$ cat config.mk
export PLATFORM = sky130hd
export DESIGN_NAME = multi_mode_counter
export DESIGN_NICKNAME = d
export VERILOG_FILES = /design/src/rtl/counter_pkg.sv /design/src/rtl/counter_channel.sv /design/src/rtl/multi_mode_counter.sv
export SDC_FILE = /design/constraint.sdc
export NUM_CORES = 1
export LEC_CHECK = 0
export ABC_AREA = 0
export BUFFER_PORTS_ARGS = -buffer_cell sky130_fd_sc_hd__buf_4
export CAP_MARGIN = 25
export CORE_ASPECT_RATIO = 2
export CORE_MARGIN = 2
export CORE_UTILIZATION = 37
export CTS_CLUSTER_DIAMETER = 200
export DETAILED_ROUTE_END_ITERATION = 10
export GPL_TIMING_DRIVEN = 0
export PLACE_DENSITY = 0.62
export RECOVER_POWER = 25
export SYNTH_ARGS = -nofsm -noshare
export SYNTH_HDL_FRONTEND = slang
export SYNTH_SLANG_ARGS = --single-unit
$ cat constraint.sdc
create_clock -name clk -period 5.4 [get_ports clk]
set_clock_uncertainty 0.05 [all_clocks]
set_input_delay 0.27 -clock clk [delete_from_list [all_inputs] [get_ports clk]]
set_output_delay 0.27 -clock clk [all_outputs]
set_load 0.03 [all_outputs]
$ cat src/rtl/counter_pkg.sv
// Shared constants and helpers for the multi-mode counter bank.
// Optional capture path is enabled with COUNTER_CAPTURE_EN.
package counter_pkg;

  localparam logic MODE_WRAP = 1'b0;
  localparam logic MODE_SAT  = 1'b1;
  localparam logic DIR_DOWN  = 1'b0;
  localparam logic DIR_UP    = 1'b1;

  localparam int MAX_CH = 16;

  function automatic int slice_lo(
    input int idx,
    input int width
  );
    return idx * width;
  endfunction

  function automatic bit slice_ok(
    input int num_ch,
    input int width,
    input int total
  );
    return (num_ch >= 1) && (num_ch <= MAX_CH)
        && (width > 0) && (num_ch * width == total);
  endfunction

endpackage

$ cat src/rtl/counter_channel.sv
// One counter channel: clear/load/step with wrap or saturate at limit.
// COUNTER_CAPTURE_EN adds a snapshot register of the pre-edge count.
module counter_channel
  import counter_pkg::*;
#(
  parameter int W = 8
) (
  input  logic         clk,
  input  logic         a_reset_n,
  input  logic         reset_i,
  input  logic         load_i,
  input  logic [W-1:0] load_data_i,
  input  logic         increment_i,
  input  logic         up_down_i,
  input  logic         mode_i,
  input  logic [W-1:0] limit_i,
  input  logic         flag_clr_i,
`ifdef COUNTER_CAPTURE_EN
  input  logic         capture_i,
  output logic [W-1:0] capture_val_o,
  output logic         capture_vld_o,
`endif
  output logic [W-1:0] counter_o,
  output logic         tc_o,
  output logic         flag_o
);

  logic [W-1:0] cnt_q, cnt_d;
  logic         tc_q, tc_d;
  logic         flag_q, flag_d;
  logic         bnd;

  always_comb begin
    cnt_d = cnt_q;
    bnd   = 1'b0;
    if (reset_i) begin
      cnt_d = '0;
    end else if (load_i) begin
      cnt_d = load_data_i;
    end else if (increment_i) begin
      unique case (up_down_i)
        DIR_UP: begin
          if (cnt_q < limit_i) begin
            cnt_d = cnt_q + W'(1);
          end else begin
            bnd   = 1'b1;
            cnt_d = (mode_i == MODE_SAT) ? limit_i : '0;
          end
        end
        DIR_DOWN: begin
          if (cnt_q != '0) begin
            cnt_d = cnt_q - W'(1);
          end else begin
            bnd   = 1'b1;
            cnt_d = (mode_i == MODE_WRAP) ? limit_i : '0;
          end
        end
      endcase
    end
    tc_d   = bnd;
    // A boundary in the same cycle as flag_clr keeps the flag set.
    flag_d = bnd | (flag_q & ~flag_clr_i);
  end

  always_ff @(posedge clk or negedge a_reset_n) begin
    if (!a_reset_n) begin
      cnt_q  <= '0;
      tc_q   <= 1'b0;
      flag_q <= 1'b0;
    end else begin
      cnt_q  <= cnt_d;
      tc_q   <= tc_d;
      flag_q <= flag_d;
    end
  end

  assign counter_o = cnt_q;
  assign tc_o      = tc_q;
  assign flag_o    = flag_q;

`ifdef COUNTER_CAPTURE_EN
  logic [W-1:0] cap_val_q;
  logic         cap_vld_q;

  always_ff @(posedge clk or negedge a_reset_n) begin
    if (!a_reset_n) begin
      cap_val_q <= '0;
      cap_vld_q <= 1'b0;
    end else if (reset_i) begin
      cap_vld_q <= 1'b0;
    end else if (capture_i) begin
      cap_val_q <= cnt_q;
      cap_vld_q <= 1'b1;
    end
  end

  assign capture_val_o = cap_val_q;
  assign capture_vld_o = cap_vld_q;
`endif

endmodule

$ cat src/rtl/multi_mode_counter.sv
// Bank of NUM_CH independent counter channels with packed buses.
// Optional capture ports are present only with COUNTER_CAPTURE_EN.
module multi_mode_counter
  import counter_pkg::*;
#(
  parameter int COUNT_WIDTH = 8,
  parameter int NUM_CH      = 4
) (
  input  logic                          clk,
  input  logic                          a_reset_n,
  input  logic [NUM_CH-1:0]             reset,
  input  logic [NUM_CH-1:0]             load,
  input  logic [NUM_CH*COUNT_WIDTH-1:0] load_data,
  input  logic [NUM_CH-1:0]             increment,
  input  logic [NUM_CH-1:0]             up_down,
  input  logic [NUM_CH-1:0]             mode,
  input  logic [NUM_CH*COUNT_WIDTH-1:0] limit,
  input  logic [NUM_CH-1:0]             flag_clr,
  output logic [NUM_CH*COUNT_WIDTH-1:0] counter,
  output logic [NUM_CH-1:0]             tc,
  output logic [NUM_CH-1:0]             flag
`ifdef COUNTER_CAPTURE_EN
  ,
  input  logic [NUM_CH-1:0]             capture,
  output logic [NUM_CH*COUNT_WIDTH-1:0] capture_val,
  output logic [NUM_CH-1:0]             capture_vld
`endif
);

  for (genvar i = 0; i < NUM_CH; i++) begin : g_ch
    localparam int Lo = slice_lo(i, COUNT_WIDTH);

    counter_channel #(
      .W (COUNT_WIDTH)
    ) u_ch (
      .clk          (clk),
      .a_reset_n    (a_reset_n),
      .reset_i      (reset[i]),
      .load_i       (load[i]),
      .load_data_i  (load_data[Lo +: COUNT_WIDTH]),
      .increment_i  (increment[i]),
      .up_down_i    (up_down[i]),
      .mode_i       (mode[i]),
      .limit_i      (limit[Lo +: COUNT_WIDTH]),
      .flag_clr_i   (flag_clr[i]),
`ifdef COUNTER_CAPTURE_EN
      .capture_i    (capture[i]),
      .capture_val_o(capture_val[Lo +: COUNT_WIDTH]),
      .capture_vld_o(capture_vld[i]),
`endif
      .counter_o    (counter[Lo +: COUNT_WIDTH]),
      .tc_o         (tc[i]),
      .flag_o       (flag[i])
    );
  end

endmodule

==> results of run 1 <==
[final timing paths]
check | startpoint | end | slack, ps | cells after the start
worst min register to register | g_ch[0].u_ch.flag_o$_DFF_PN0_ | g_ch[0].u_ch.flag_o$_DFF_PN0_ | 430 | 1
min in group asynchronous | a_reset_n | g_ch[3].u_ch.counter_o[4]$_DFFE_PN0P_ | 1230 | 2
worst min-delay path | flag_clr[3] | g_ch[3].u_ch.flag_o$_DFF_PN0_ | 110 | 2
max in group asynchronous | a_reset_n | g_ch[0].u_ch.flag_o$_DFF_PN0_ | 2660 | 2
worst max register to register | g_ch[2].u_ch.counter_o[1]$_DFFE_PN0P_ | g_ch[2].u_ch.counter_o[6]$_DFFE_PN0P_ | 2420 | 8
worst max-delay path | g_ch[2].u_ch.counter_o[1]$_DFFE_PN0P_ | g_ch[2].u_ch.counter_o[6]$_DFFE_PN0P_ | 2420 | 8
[placed cells by master (no fill, tap or decap), types with 7 or more instances in the layout]
| cell type | count |
|---|---|
| buf_4 | 127 |
| inv_1 | 71 |
| nand2_1 | 47 |
| a21oi_1 | 44 |
| ha_1 | 40 |
| dfrtp_1 | 40 |
| clkbuf_1 | 39 |
| nor2_1 | 32 |
| nor3_1 | 29 |
| xnor2_1 | 22 |
| o21ai_0 | 20 |
| nand3_1 | 19 |
| xor2_1 | 16 |
| mux2i_1 | 14 |
| a211oi_1 | 12 |
| a21o_1 | 11 |
| a221oi_1 | 10 |
| and3_1 | 10 |
| nor3b_1 | 10 |
| nor2b_1 | 9 |
| or3_1 | 9 |
| a31oi_1 | 9 |
| a311oi_1 | 9 |
| o21a_1 | 8 |
| o22ai_1 | 8 |
| nand2b_1 | 7 |
[Yosys cell counts (all sizes together) (4+ instances only)]
master,number
nand2b,7
nor2b,9
or4,4
xor2,16
nor4,5
buf,18
clkbuf,38
nor3b,10
nor3,31
o22ai,8
or3,9
a311oi,9
and3,10
xnor2,22
dfrtp,40
o21ai,22
nand3,19
ha,40
nand2,47
inv,71
o31ai,5
nor2,32
a21o,11
o311a,4
mux2i,14
o31a,5
a221oi,12
o311ai,7
o21a,8
a211oi,13
a21oi,44
a31oi,9
[area by class of cell]
cell class	count	area share, %
well taps	152	3.06
inverters	73	4.41
clock inverters	2	0.624
plain buffers	56	4.45
clock buffers	6	2.24
multi-input cells	479	54.5
flip-flops and latches	40	16.1
repair buffers	121	14.6
[metrics by stage]
step,cell area (um2),utilization [%],power (mW),worst slack (ps)
after global placement,6030,46.4,0.915,2490
after detailed placement,6030,46.4,0.924,2480
after CTS,6210,47.8,1.30,2450
after floorplan,4940,-,0.732,2860
after global routing,6210,47.8,1.37,2140
final,6210,47.8,1.29,2420
[critical path, delay by kind of cell (launching register included)]
kind,cells,cell delay (ps)
AO/OA/AOI/OAI,5,1330
buffers and inverters,1,510
flip-flops,1,470
multiplexers,1,260
adder cells (fa/ha/maj),1,230
[cell families after synthesis]
family / count (synthesis) / synth area share (%)
buffers and inverters: 129 / 11.2
AND/OR/NAND/NOR: 201 / 21.7
XOR/XNOR: 38 / 6.74
adder cells (fa/ha/maj): 40 / 10.1
multiplexers: 16 / 3.30
flip-flops: 40 / 20.3
AO/OA/AOI/OAI: 184 / 26.6
[layer usage]
layer  vias up  wire [um]  global-route usage (%)
met5         -          0                       0
met4         0        554                    8.83
met3        40        765                    2.61
met2       197       9100                    44.5
met1      2566       5740                    22.3
li1       2590          -                       -
[what timing repair did]
action                    4_1_cts  5_1_grt
setup buffers                   0        0
hold buffers                    1        0
hold endpoints to repair       40        0
[registers in the layout, summed over array words and instances (netlist names)]
signal / cells
g_ch.u_ch.counter_o: 32
g_ch.u_ch.flag_o: 4
g_ch.u_ch.tc_o: 4
[power by group through the flow]
stage,combinational [mW],clock (mW),sequential [mW]
global route,0.623,0.388,0.359
floorplan,0.343,0,0.389
detailed placement,0.563,0,0.361
finish,0.569,0.364,0.356
global placement,0.555,0,0.360
CTS,0.566,0.378,0.355
==> results.toml, run 1 <==
[run_status]
outcome = "complete, but fails checks"
violations = "capacitance limit, slew limit"

[sta]
setup_violations = 0
hold_viol_final = 0
slew_headroom_pct = -65.1
rsz0062_at_grt = "false"
worstMarginPinSlew_ps = 2480
fmax_mhz = 336
setup_tns_ps = 0
hold_slack_ps = 115
fin_crit_sh_pct = 55.1
slew_viol_final = 41
period_needed_ps = 2980

[final_layout]
diodes = 0
drive_gt1_share_pct = 20.6
stdcell_count = 929
multiInputGateArea_um2 = 3380
area_growth_pct = 25.8
final_nets = 906
seqCellArea_um2 = 1000
n_fill_cell = 1299

[die]
die_w_um = 85.7
start_util_pct = 38.0
fp.coreArea_um2 = 13000
die-height_um = 167
core.rowCount = 59
io_pins = 130
dieArea_um2 = 14300

[drt]
viasPerCell = 5.81
drt-initial-drc-count = 177
wl_per_cell_um = 17.4
drtPass1Iterations = 4
drc = 0
antenna_left = 0
dr_total_vias = 5393
wl_um = 16200

[synthesis]
synth.distinct_cells = 73
ys_ff_latch = 40
yosysTopAreaCell = "dfrtp_1"
synthesis.nets = 778
ys.flop_type = "dfrtp_1"
ys_warn_count = 0
yosysSeqAreaShare_pct = 20.3
synth_area_leaders = "dfrtp_1, ha_1, inv_1"
syn_avg_cell_area_um2 = 7.62
syn_area_um2 = 4940
synthesis.instances = 648
post-synth-top-area-fraction_pct = 20.3
synth-edff-count = 0
async_reset_ff_share_pct = 100

[grt]
grt_pass1_wl_um = 26000
antenna_found_initial = 0
track_usage_pct = 22.3
grt_max_degree = 41
grt_pass1_vias = 5426
gr-total-overflow = 0

[pwr]
leakagePower_nw = 3.01
comb_power_share_pct = 44.1
swShare_pct = 38.1
power.switching_mw = 0.491
p_int_mw = 0.797
power.density_nw_per_um2 = 207
power_frac_seq_pct = 27.6
power_frac_clock_pct = 28.3
vdd.ir_drop.worst_uv = 145

[cts]
clockRootBuffer = "clkbuf_16"
clkTransAtPathRegs_ps = 60
numClockSinks = 40
cts_tree = "yes"
numCtsBuffers = 5
clock_path_buffers = 2
htree_levels = 2
clock_latency_ps = 290
postCtsResizedCells = 0

[critical_path]
path_max_fanout = 10
critPathKind = "reg2reg"
cp_slowest_stage_delay_ps = 510
cp.required_ps = 5510
path_cells = "ha_1 > a211oi_1 > o21ai_0 > a41oi_1 > clkbuf_1 > mux2i_1 > a211oi_1 > a2111oi_0"
arrival_ps = 3090
cpMostUsedCell = "a211oi_1"
crit_path_top_delay_cell = "clkbuf_1"
worstSetupStartpointType = "flop"
crit_path_end_kind = "flop"

[placement]
port_buffers = 120
gp_congestion = 0.918
dpl.hpwl_um = 12800
placed_cells = 920

[flow_run]
drv_cap = 1

[min_path]
hold_class = "in2reg"
(Power assumes the default switching activity.)
==> run 2: changes to the inputs <==
--- a/config.mk
+++ b/config.mk
@@ -5,7 +5,7 @@
 export SDC_FILE = /design/constraint.sdc
 export NUM_CORES = 1
 export LEC_CHECK = 0
-export ABC_AREA = 0
+export ABC_AREA = 1
 export BUFFER_PORTS_ARGS = -buffer_cell sky130_fd_sc_hd__buf_4
 export CAP_MARGIN = 25
 export CORE_ASPECT_RATIO = 2
==> constraint.sdc (replaced) <==
create_clock -name clk -period 2.9 [get_ports clk]
set_clock_uncertainty 0.05 [all_clocks]
set_input_delay 0.145 -clock clk [delete_from_list [all_inputs] [get_ports clk]]
set_output_delay 0.145 -clock clk [all_outputs]
set_load 0.03 [all_outputs]
==> results.toml, run 2 <==
[cts]
cts_tree = "yes"
clkTransAtPathRegs_ps = 60
numClockSinks = 40
postCtsSetupBuffers = 0
htree_levels = 2
numCtsBuffers = 5
clock_latency_ps = 290
clock_path_buffers = 2
hold_buffers = 5
postCtsResizedCells = 0
clockRootBuffer = "clkbuf_16"

[synthesis]
synth.distinct_cells = 36
yosysSeqAreaShare_pct = 18.9
synthesis.nets = 1028
synth_area_leaders = "nand2_1, dfrtp_1, ha_1"
ys.flop_type = "dfrtp_1"
post-synth-top-area-fraction_pct = 20.6
synth-edff-count = 0
syn_avg_cell_area_um2 = 5.89
yosysTopAreaCell = "nand2_1"
ys_ff_latch = 40
synthesis.instances = 898
synthTopCellsByCount = "nand2_1, inv_1, nand3_1, nor2_1"
ys_warn_count = 0
syn_area_um2 = 5290
synth_most_common_cell = "nand2_1"
async_reset_ff_share_pct = 100

[grt]
gr-total-overflow = 0
grt_max_degree = 41
grt_pass1_wl_um = 28800
grt_pass1_vias = 5881
track_usage_pct = 24.2
antenna_found_initial = 0

[placement]
port_buffers = 127
dpl.hpwl_um = 14800
gp_congestion = 0.923

[sta]
hold_slack_ps = 93.3
setup_violations = 0
worstMarginPinSlew_ps = 1110
slew_viol_final = 0
setup_tns_ps = 0
fin_crit_sh_pct = 76.7
fmax_mhz = 450
slew_headroom_pct = 26.1
hold_viol_final = 0
period_needed_ps = 2220
rsz0062_at_grt = "false"

[die]
dieArea_um2 = 15300
start_util_pct = 37.9
core.rowCount = 61
io_pins = 130
die-height_um = 173
die_w_um = 88.5
fp.coreArea_um2 = 14000

[critical_path]
r2r_slack_ps = 680
worstSetupStartpointType = "flop"
cp.required_ps = 3020
crit_end = "g_ch[1].u_ch.counter_o[3]$_DFFE_PN0P_"
cp.depth = 11
crit_path_end_kind = "flop"
rr_startpoint = "g_ch[1].u_ch.counter_o[3]$_DFFE_PN0P_"
cpMostUsedCell = "nand2_1"
path_buf_inv = 0
crit_start = "g_ch[1].u_ch.counter_o[3]$_DFFE_PN0P_"
path_cells = "ha_1 > a21oi_1 > nand2_1 > nand2_2 > nand2_2 > nand2_1 > nand3_1 > nand2_1 > nand2_1 > nand2_1 > nand2_1"
arrival_ps = 2350
r2r_cells = 11
critPathKind = "reg2reg"
crit_path_top_delay_cell = "dfrtp_1"
critPathTopFamily = "simple AND/OR/NAND/NOR gates"
r2r-end = "g_ch[1].u_ch.counter_o[3]$_DFFE_PN0P_"
cp_slowest_stage_delay_ps = 600
path_max_fanout = 10

[final_layout]
drive_gt1_share_pct = 20.0
layout_common_cells = "nand2_1, buf_4, inv_1"
largest_register_ff_count = 32
final_nets = 1167
final_common_cell = "nand2_1"
final_core_util_pct = 47.8
area_growth_pct = 26.2
diodes = 0
n_fill_cell = 1544

[drt]
drt-initial-drc-count = 303
wl_per_cell_um = 14.7
viasPerCell = 4.92
dr_total_vias = 6041
drc = 0
drtPass1Iterations = 4
wl_um = 18100
antenna_left = 0

[flow_run]
drv_cap = 0

[pwr]
vdd.ir_drop.worst_uv = 259
leakagePower_nw = 3.86
power.density_nw_per_um2 = 400

[run_status]
outcome = "finished, final reports clean"

[min_path]
hold_class = "in2reg"
==> run 2: cell count changes after synthesis, sizes merged, moves of 12 or more <==
cell	previous run	this run
nand3	19	102
a211oi	13	0
xnor2	22	3
nand2	47	303
o21ai	22	45
inv	71	128
a21oi	44	13
nor3	31	15
a221oi	12	0
clkbuf	38	11
nor2	32	111
mux2i	14	0
==> run 2: worst min-delay path by stage <==
stage                             from                                     to  slack [ps]  depth (start not counted)
final                     increment[2]            g_ch[2].u_ch.tc_o$_DFF_PN0_          90                          3
after global routing      increment[2]            g_ch[2].u_ch.tc_o$_DFF_PN0_         110                          3
after CTS                 increment[2]            g_ch[2].u_ch.tc_o$_DFF_PN0_          90                          3
after detailed placement     a_reset_n            g_ch[3].u_ch.tc_o$_DFF_PN0_         140                          1
after global placement       a_reset_n            g_ch[3].u_ch.tc_o$_DFF_PN0_         140                          1
after floorplan              a_reset_n  g_ch[0].u_ch.counter_o[0]$_DFFE_PN0P_        -200                          0
==> run 2: kinds of logic after synthesis <==
kind of cell	Yosys count	share of synthesized area (%)
simple gates	543	44.6
buf+inv	163	12.9
compound gates	83	9.25
fa+ha+maj	40	9.47
flops	40	18.9
xor+xnor	29	4.80
==> run 2: worst register-to-register path: stages (launching register included) <==
cell     delay [ps]
dfrtp_1         600
ha_1            330
a21oi_1         140
nand2_1         130
nand2_2         210
nand2_2         180
nand2_1         100
nand3_1          60
nand2_1          70
nand2_1          40
nand2_1         130
nand2_1          60
==> run 2: metrics by stage <==
step                      total power, mW  instance area (um2)  setup slack (ps)  cells
after floorplan                      1.63                 5290               943    898
after detailed placement             2.09                 6480               701   1214
after CTS                            2.68                 6670               691   1227
final                                2.67                 6670               676   1227
after global routing                 2.89                 6670               521   1227
after global placement               2.08                 6480               713   1214
==> run 2: where the power goes <==
| group | internal [mW] | switching (mW) |
|---|---|---|
| Clock | 0.344 | 0.230 |
| Combinational | 0.532 | 0.836 |
| Sequential | 0.612 | 0.113 |
==> run 2: per-layer routing <==
| layer | up-vias | GRT usage, % | share of wire (%) |
|---|---|---|---|
| li1 | 3104 | - | - |
| met1 | 2717 | 22.5 | 34 |
| met2 | 179 | 49.0 | 59 |
| met3 | 41 | 2.39 | 3.5 |
| met4 | 0 | 10.9 | 4.2 |
| met5 | - | 0 | 0 |
==> run 2: area by class of cell <==
class / count / area (um2) / share of cell area [%]
inverter: 128 / 483 / 7.24
timing repair buffer: 132 / 1000 / 15.0
sequential: 40 / 1000 / 15.0
tap: 189 / 236 / 3.54
multi-input combinational: 695 / 3600 / 54.0
clock buffer: 8 / 146 / 2.19
buffer: 35 / 200 / 3.00
